--- config.mk ---
export PLATFORM = sky130hd
export DESIGN_NAME = board_scanner
export DESIGN_NICKNAME = d
export VERILOG_FILES = /design/src/rtl/tron_pkg.sv /design/src/rtl/scan_counter.sv /design/src/rtl/board_scanner.sv
export SDC_FILE = /design/constraint.sdc
export NUM_CORES = 1
export LEC_CHECK = 0
export CAP_MARGIN = 10
export CORE_UTILIZATION = 55
export DETAILED_ROUTE_END_ITERATION = 8
export PLACE_DENSITY = 0.83
export SLEW_MARGIN = 0
export SYNTH_ARGS = -nofsm -noshare
export SYNTH_HDL_FRONTEND = slang
export SYNTH_HIERARCHICAL = 1
export SYNTH_SLANG_ARGS = --single-unit
--- constraint.sdc ---
create_clock -name CLOCK_50 -period 6.8 [get_ports CLOCK_50]
set_input_delay 1.7 -clock CLOCK_50 [delete_from_list [all_inputs] [get_ports CLOCK_50]]
set_output_delay 1.7 -clock CLOCK_50 [all_outputs]
set_load 0.01 [all_outputs]
--- src/rtl/tron_pkg.sv ---
// Shared board geometry, colour codes and RAM address packing for the tron board
// writer (ram_update) and reader (board_scanner).
package tron_pkg;

  localparam int X_CELLS = 160;
  localparam int Y_CELLS = 120;
  localparam int XW      = 8;
  localparam int YW      = 7;
  localparam int CW      = 3;
  localparam int AW      = XW + YW;

  localparam logic [CW-1:0] COL_EMPTY = 3'b000;
  localparam logic [CW-1:0] COL_P1    = 3'b001;
  localparam logic [CW-1:0] COL_P2    = 3'b010;
  localparam logic [CW-1:0] COL_P3    = 3'b100;
  localparam logic [CW-1:0] COL_P4    = 3'b110;
  localparam logic [CW-1:0] COL_CRASH = 3'b111;

  typedef enum logic [1:0] {
    ST_IDLE,
    ST_SCAN,
    ST_DRAIN,
    ST_DONE
  } scan_state_e;

  // x occupies the high bits so one board column is a contiguous block of rows
  function automatic logic [AW-1:0] pack_addr(input logic [XW-1:0] x,
                                              input logic [YW-1:0] y);
    return {x, y};
  endfunction

  function automatic logic [XW-1:0] addr_x(input logic [AW-1:0] addr);
    return addr[AW-1:YW];
  endfunction

  function automatic logic [YW-1:0] addr_y(input logic [AW-1:0] addr);
    return addr[YW-1:0];
  endfunction

endpackage

--- src/rtl/scan_counter.sv ---
// Column-major cell counter: y counts fastest, x steps when y wraps, and both
// wrap to zero after the last cell so the counter is ready for the next sweep.
module scan_counter
  import tron_pkg::*;
(
  input  logic          clk,
  input  logic          rst_n,
  input  logic          clr,
  input  logic          en,
  output logic [XW-1:0] x,
  output logic [YW-1:0] y,
  output logic          last
);

  localparam logic [XW-1:0] X_MAX = XW'(X_CELLS - 1);
  localparam logic [YW-1:0] Y_MAX = YW'(Y_CELLS - 1);

  logic [XW-1:0] x_q, x_d;
  logic [YW-1:0] y_q, y_d;

  always_comb begin
    x_d = x_q;
    y_d = y_q;
    if (clr) begin
      x_d = '0;
      y_d = '0;
    end else if (en) begin
      if (y_q == Y_MAX) begin
        y_d = '0;
        x_d = (x_q == X_MAX) ? '0 : x_q + 1'b1;
      end else begin
        y_d = y_q + 1'b1;
      end
    end
  end

  always_ff @(posedge clk or negedge rst_n) begin
    if (!rst_n) begin
      x_q <= '0;
      y_q <= '0;
    end else begin
      x_q <= x_d;
      y_q <= y_d;
    end
  end

  assign x    = x_q;
  assign y    = y_q;
  assign last = (x_q == X_MAX) && (y_q == Y_MAX);

endmodule

--- src/rtl/board_scanner.sv ---
// Sweeps the whole board RAM through a shared, arbitrated read port and streams
// one VGA plot per cell through a two-stage pipeline that tolerates grant stalls.
module board_scanner
  import tron_pkg::*;
(
  input  logic          CLOCK_50,
  input  logic          resetn,
  input  logic          start,
  output logic          rd_req,
  input  logic          rd_gnt,
  output logic [AW-1:0] rd_addr,
  input  logic [CW-1:0] rd_q,
  output logic [XW-1:0] vga_x,
  output logic [YW-1:0] vga_y,
  output logic [CW-1:0] vga_colour,
  output logic          vga_plot,
  output logic          busy,
  output logic          done
);

  scan_state_e   state_q, state_d;
  logic          pending_q, pending_d;

  logic          cnt_clr, cnt_en, cnt_last;
  logic [XW-1:0] cnt_x;
  logic [YW-1:0] cnt_y;
  logic          consume;

  logic          s1_valid_q, s1_valid_d;
  logic [XW-1:0] s1_x_q, s1_x_d;
  logic [YW-1:0] s1_y_q, s1_y_d;
  logic          s2_valid_q, s2_valid_d;
  logic [XW-1:0] s2_x_q, s2_x_d;
  logic [YW-1:0] s2_y_q, s2_y_d;
  logic [CW-1:0] s2_colour_q, s2_colour_d;

  scan_counter u_scan_counter (
    .clk   (CLOCK_50),
    .rst_n (resetn),
    .clr   (cnt_clr),
    .en    (cnt_en),
    .x     (cnt_x),
    .y     (cnt_y),
    .last  (cnt_last)
  );

  assign consume = (state_q == ST_SCAN) && rd_gnt;

  always_comb begin
    state_d   = state_q;
    pending_d = pending_q;
    cnt_clr   = 1'b0;
    cnt_en    = 1'b0;
    case (state_q)
      ST_IDLE: begin
        if (start) begin
          state_d = ST_SCAN;
          cnt_clr = 1'b1;
        end
      end
      ST_SCAN: begin
        if (start) pending_d = 1'b1;
        if (rd_gnt) begin
          cnt_en = 1'b1;
          if (cnt_last) state_d = ST_DRAIN;
        end
      end
      ST_DRAIN: begin
        if (start) pending_d = 1'b1;
        // stage 2 takes stage 1 unconditionally, so an empty stage 1 empties both
        if (!s1_valid_q) state_d = ST_DONE;
      end
      ST_DONE: begin
        // a start landing in this cycle counts as pending; a second one is dropped
        if (pending_q || start) begin
          state_d   = ST_SCAN;
          cnt_clr   = 1'b1;
          pending_d = 1'b0;
        end else begin
          state_d = ST_IDLE;
        end
      end
      default: state_d = ST_IDLE;
    endcase
  end

  always_comb begin
    s1_valid_d  = consume;
    s1_x_d      = s1_x_q;
    s1_y_d      = s1_y_q;
    if (consume) begin
      s1_x_d = cnt_x;
      s1_y_d = cnt_y;
    end
    s2_valid_d  = s1_valid_q;
    s2_x_d      = s2_x_q;
    s2_y_d      = s2_y_q;
    s2_colour_d = s2_colour_q;
    if (s1_valid_q) begin
      s2_x_d      = s1_x_q;
      s2_y_d      = s1_y_q;
      s2_colour_d = rd_q;
    end
  end

  always_ff @(posedge CLOCK_50 or negedge resetn) begin
    if (!resetn) begin
      state_q     <= ST_IDLE;
      pending_q   <= 1'b0;
      s1_valid_q  <= 1'b0;
      s1_x_q      <= '0;
      s1_y_q      <= '0;
      s2_valid_q  <= 1'b0;
      s2_x_q      <= '0;
      s2_y_q      <= '0;
      s2_colour_q <= COL_EMPTY;
    end else begin
      state_q     <= state_d;
      pending_q   <= pending_d;
      s1_valid_q  <= s1_valid_d;
      s1_x_q      <= s1_x_d;
      s1_y_q      <= s1_y_d;
      s2_valid_q  <= s2_valid_d;
      s2_x_q      <= s2_x_d;
      s2_y_q      <= s2_y_d;
      s2_colour_q <= s2_colour_d;
    end
  end

  assign rd_req     = (state_q == ST_SCAN);
  assign rd_addr    = pack_addr(cnt_x, cnt_y);
  assign vga_x      = s2_x_q;
  assign vga_y      = s2_y_q;
  assign vga_colour = s2_colour_q;
  assign vga_plot   = s2_valid_q;
  assign busy       = (state_q != ST_IDLE);
  assign done       = (state_q == ST_DONE);

endmodule
Yosys cells after proc, flatten, opt, wreduce, memory -nomap -nowiden
Cells that the tools add are included.
W data, S select, Z words.
- register bits after elaboration: 53
- input bits: 7
- output and inout port bits: 37
- word-level logic and storage cells: 57
- add/sub/neg operators: 2
- equality and inequality tests: 11
- mux-type cells: 21
- reductions and logical operators: 12
- operators with widths (kind ; number):
    $mux W8 ; 4
    $mux W7 ; 3
    $add A8 B1 Y8 const B ; 1
    $eq A8 B8 Y1 const B ; 1
    $mux W2 ; 4
    $ne A2 B1 Y1 const B ; 4
    $pmux W2 S4 ; 1
    $reduce_bool A2 Y1 ; 4
    $add A7 B1 Y7 const B ; 1
    $eq A7 B7 Y1 const B ; 1
    $mux W1 ; 7
    $eq A2 B2 Y1 const B ; 2
    $ne A2 B2 Y1 const B ; 2
    $pmux W1 S2 ; 2
    $reduce_and A4 Y1 ; 1
    $reduce_and A3 Y1 ; 1
    $eq A2 B1 Y1 const B ; 1
    $logic_and A1 B1 Y1 ; 2
    $logic_not A2 Y1 ; 1
    $reduce_and A2 Y1 ; 1
    $reduce_or A2 Y1 ; 1
    $logic_or A1 B1 Y1 ; 1

Logic depth before layout (Yosys ltp)
- depth after elaboration: 5
- mapped depth: 10
- depth with buffers taken out: 8

By module
The synthesis kept the hierarchy.
- modules (own cells, without submodules) (module ; instances ; cells an instance ; area an instance (um^2) ; sequential area each (um^2)):
    board_scanner ; 1 ; 100 ; 1541.5 ; 950.9
    scan_counter ; 1 ; 88 ; 822.0 ; 375.4

Least setup slack after synthesis
No wires, ideal clock.
- path type: in2reg
- start: input port rd_gnt
- end: register u_scan_counter.x_q[5], in the netlist u_scan_counter/x[5]
- setup time: 0.078 ns
- arrival time: 3.295 ns
- required time: 6.722 ns
- slack: 3.427 ns
- cell stages on the path: 8
- cell sequence: nand2_1 > buf_2 > inv_1 > nand4_2 > or2_0 > clkbuf_2 > or4_1 > a21oi_1
- word-level cells in the longest chain between the ends: 4
- RTL lines (item ; line ; source):
    start, declared ; board_scanner.sv:10 ; input logic rd_gnt,
    $mux W1 ; board_scanner.sv:63 ; if (rd_gnt) begin
    $mux W1 ; board_scanner.sv:54 ; case (state_q)
    via cnt_en ; board_scanner.sv:24 ; logic cnt_clr, cnt_en, cnt_last;
    $reduce_bool A2 Y1 (no source line) ; - ;
    $reduce_and A2 Y1 (no source line) ; - ;
    end signal, assigned ; scan_counter.sv:39 ; x_q <= '0;
    end signal, assigned ; scan_counter.sv:42 ; x_q <= x_d;
    end, declared ; scan_counter.sv:18 ; logic [XW-1:0] x_q, x_d;
The timed path passes the listed nets, and every way through them passes these cells.
A chain may end at the register's enable or synchronous reset.

Final worst setup path
Same ends and word-level chain as after synthesis.

==> impl_metrics.yaml <==
outcome:
  status: "finished, final reports clean"
timing:
  setup_tns_ps: 0
  rsz0062_at_grt: "false"
  final-setup-viol-count: 0
  slew_viol_final: 0
  tightest_slew_ps: 852
  finalCritPeriodShare: 0.580
  max_clock_freq_mhz: 253
  maxSlewHeadroom: 0.424
  skew_ps: 6.15
  finalHoldViolCount: 0
  period_minus_slack_ps: 3950
clock_network:
  cts_tree: "built"
  cts_made_buffers: 5
  ctsResizeCount: 0
  hold_buffers: 0
  path_clk_slew_ps: 90
  clock_latency_ps: 300
  cts.sinks: 53
  cts-htree-levels: 2
  clk_path_buf_depth: 2
  cts_root_buffer: "clkbuf_8"
  postCtsSetupBuffers: 0
finish:
  final_common_cell: "dfrtp_1"
  fin_nets: 249
  syn_to_final_growth_pct: 23.3
  diodes: 0
  drive_gt1_frac: 0.204
  final_cell_mix: "dfrtp_1 (53), clkdlybuf4s50_1 (42), mux2_2 (30)"
  fill_cells: 269
synthesis:
  synthAdderAreaFrac: 0.0424
  synth_compound_area_frac: 0.0572
  synth_cell_types: 40
  synth_top_family_by_area: "multiplexers"
  seq_area_frac_synth: 0.561
  syn_avg_cell_area_sq_um: 12.6
  synth_nets: 203
  ys_warn_count: 6
  yosys.area_share.simple: 0.120
  synth_seq_cells: 53
  syn-instance-count: 188
  syn-cell-area_sq_um: 2360
  synthMuxAreaShare: 0.172
  synthXorXnorAreaFrac: 0.0222
detailed_routing:
  topRoutingLayerUsed: "met4"
  met3_length_um: 200
  routed_wirelength_um: 4280
  avgViaCountPerCell: 5.48
  wl_met2_um: 2160
  drc: 0
  vias: 1561
  avgRoutedWirePerCell_um: 15.0
  drt-initial-drc-count: 147
  firstDrtPassIters: 4
  ant_nets: 0
  wl_met1_um: 1860
placement:
  port-buffer-count: 43
  dp_hpwl_um: 2950
  gp_congestion: 0.801
worst_setup_path:
  critPathLaunchType: "primary input"
  setup.worst_path.class: "primary input to flop"
  critPathMaxFanout: 16
  r2r_slack_ps: 3890
  critPathArrivalTime_ps: 4180
  worst_ep_required_time_ps: 7030
  end_kind: "flop"
grt:
  grt_pass1_vias: 1462
  grt_max_degree: 54
  grt_usage: 0.214
  overflow: 0
  antenna_found_initial: 0
  grt_pass1_wl_um: 7080
die:
  dieArea_sq_um: 4560
  dieWidth_um: 67.6
  die_h_um: 67.6
  io_pins: 44
  coreArea_sq_um: 4060
  start_util: 0.582
  rows: 23
power_and_ir_drop:
  power_per_cell_area_nw_per_um2: 257
  power.total_uw: 749
  power.leakage_uw: 0.00128
  vdd_drop_max_mv: 0.172
job:
  max_cap_viol_count: 0
min_path:
  hold_path.class: "flop to flop"
==> metrics by stage <==
step	setup WS (ps)	util	instance area [sq um]	instances	hold WS, ps
finish	2850	0.718	2920	285	494
global placement	2640	0.698	2830	277	466
floorplan	3430	-	2360	188	374
CTS	2840	0.718	2920	285	501
global route	2670	0.718	2920	285	523
detailed placement	2520	0.698	2830	277	481
==> final timing paths <==
| kind | startpoint | endpoint | cells after the start |
|---|---|---|---|
| min in group asynchronous | resetn | vga_colour[0] | 2 |
| worst max register to register | state_q[1] | u_scan_counter/x[5] | 8 |
| worst max-delay path | rd_gnt | u_scan_counter/x[5] | 7 |
| worst min-delay path | vga_colour[0] | vga_colour[0] | 1 |
| max in group asynchronous | resetn | u_scan_counter/x[1] | 2 |
| worst min register to register | vga_colour[0] | vga_colour[0] | 1 |
==> Yosys cell counts <==
cell / n / area share
dfrtp_1: 53 / 0.56
mux2_2: 30 / 0.14
nand2_1: 13 / 0.021
a21oi_1: 10 / 0.021
nor2_1: 10 / 0.016
ha_1: 8 / 0.042
inv_1: 7 / 0.011
o21ai_0: 5 / 0.011
nor3_1: 4 / 0.0085
xnor2_1: 4 / 0.015
mux2_1: 3 / 0.014
nand3_1: 3 / 0.0064
a211o_1: 2 / 0.0074
buf_2: 2 / 0.0042
clkbuf_1: 2 / 0.0032
mux2i_1: 2 / 0.0085
nand4_1: 2 / 0.0053
nor2b_1: 2 / 0.0053
nor4_1: 2 / 0.0053
or3_1: 2 / 0.0053
or3b_2: 2 / 0.0074
xor2_1: 2 / 0.0074
a2111oi_0: 1 / 0.0037
a2bb2oi_1: 1 / 0.0037
and2_4: 1 / 0.0037
and3_1: 1 / 0.0026
buf_6: 1 / 0.0048
clkbuf_2: 1 / 0.0021
mux2_4: 1 / 0.0064
nand3b_1: 1 / 0.0032
nand3b_4: 1 / 0.0085
nand4_2: 1 / 0.0053
nor4b_1: 1 / 0.0037
o2111ai_1: 1 / 0.0037
o22a_1: 1 / 0.0037
o31ai_1: 1 / 0.0032
or2_0: 1 / 0.0026
or2_2: 1 / 0.0026
or4_1: 1 / 0.0032
or4b_2: 1 / 0.0042
==> registers in the layout (all words and copies together), names as in the netlist <==
name and count:
u_scan_counter/x 8, s1_valid_q 1, u_scan_counter/y 7, s1_x_q 8
vga_plot 1, vga_y 7, vga_x 8, vga_colour 3
pending_q 1, s1_y_q 7, state_q 2
==> power by group <==
group / switching, uW / internal, uW / leakage (uW)
Sequential: 46.7 / 365 / 0.000658
Clock: 95.6 / 71.5 / 0.0000450
Combinational: 65.6 / 105 / 0.000573
Total: 208 / 541 / 0.00128
==> worst max-delay path, cell delays in order <==
cell,delay [ps]
clkdlybuf4s50_1,490
nand2_1,420
inv_1,390
nand4_2,200
or2_0,350
or4_1,500
a21oi_1,130
==> metal layers <==
metal / vias up / global-route usage
li1: 753 / -
met1: 760 / 0.281
met2: 42 / 0.333
met3: 6 / 0.0557
met4: 0 / 0.0931
met5: - / 0
==> final cells by class <==
cell class	count	area, sq um	share of cell area
Multi-Input combinational cell	122	977	0.335
Timing Repair Buffer	45	440	0.151
Clock inverter	2	10.0	0.00343
Sequential cell	53	1330	0.455
Tap cell	50	62.6	0.0215
Inverter	7	26.3	0.00901
Clock buffer	6	72.6	0.0249
==> logic make-up after synthesis <==
family / Yosys count
adders and majority gates: 8
AOI/OAI and AO/OA: 22
DFF: 53
buffers and inverters: 13
xor gates and xnor gates: 6
and+or+nand+nor: 50
muxes: 36
Power figures use the tool's default switching activity.
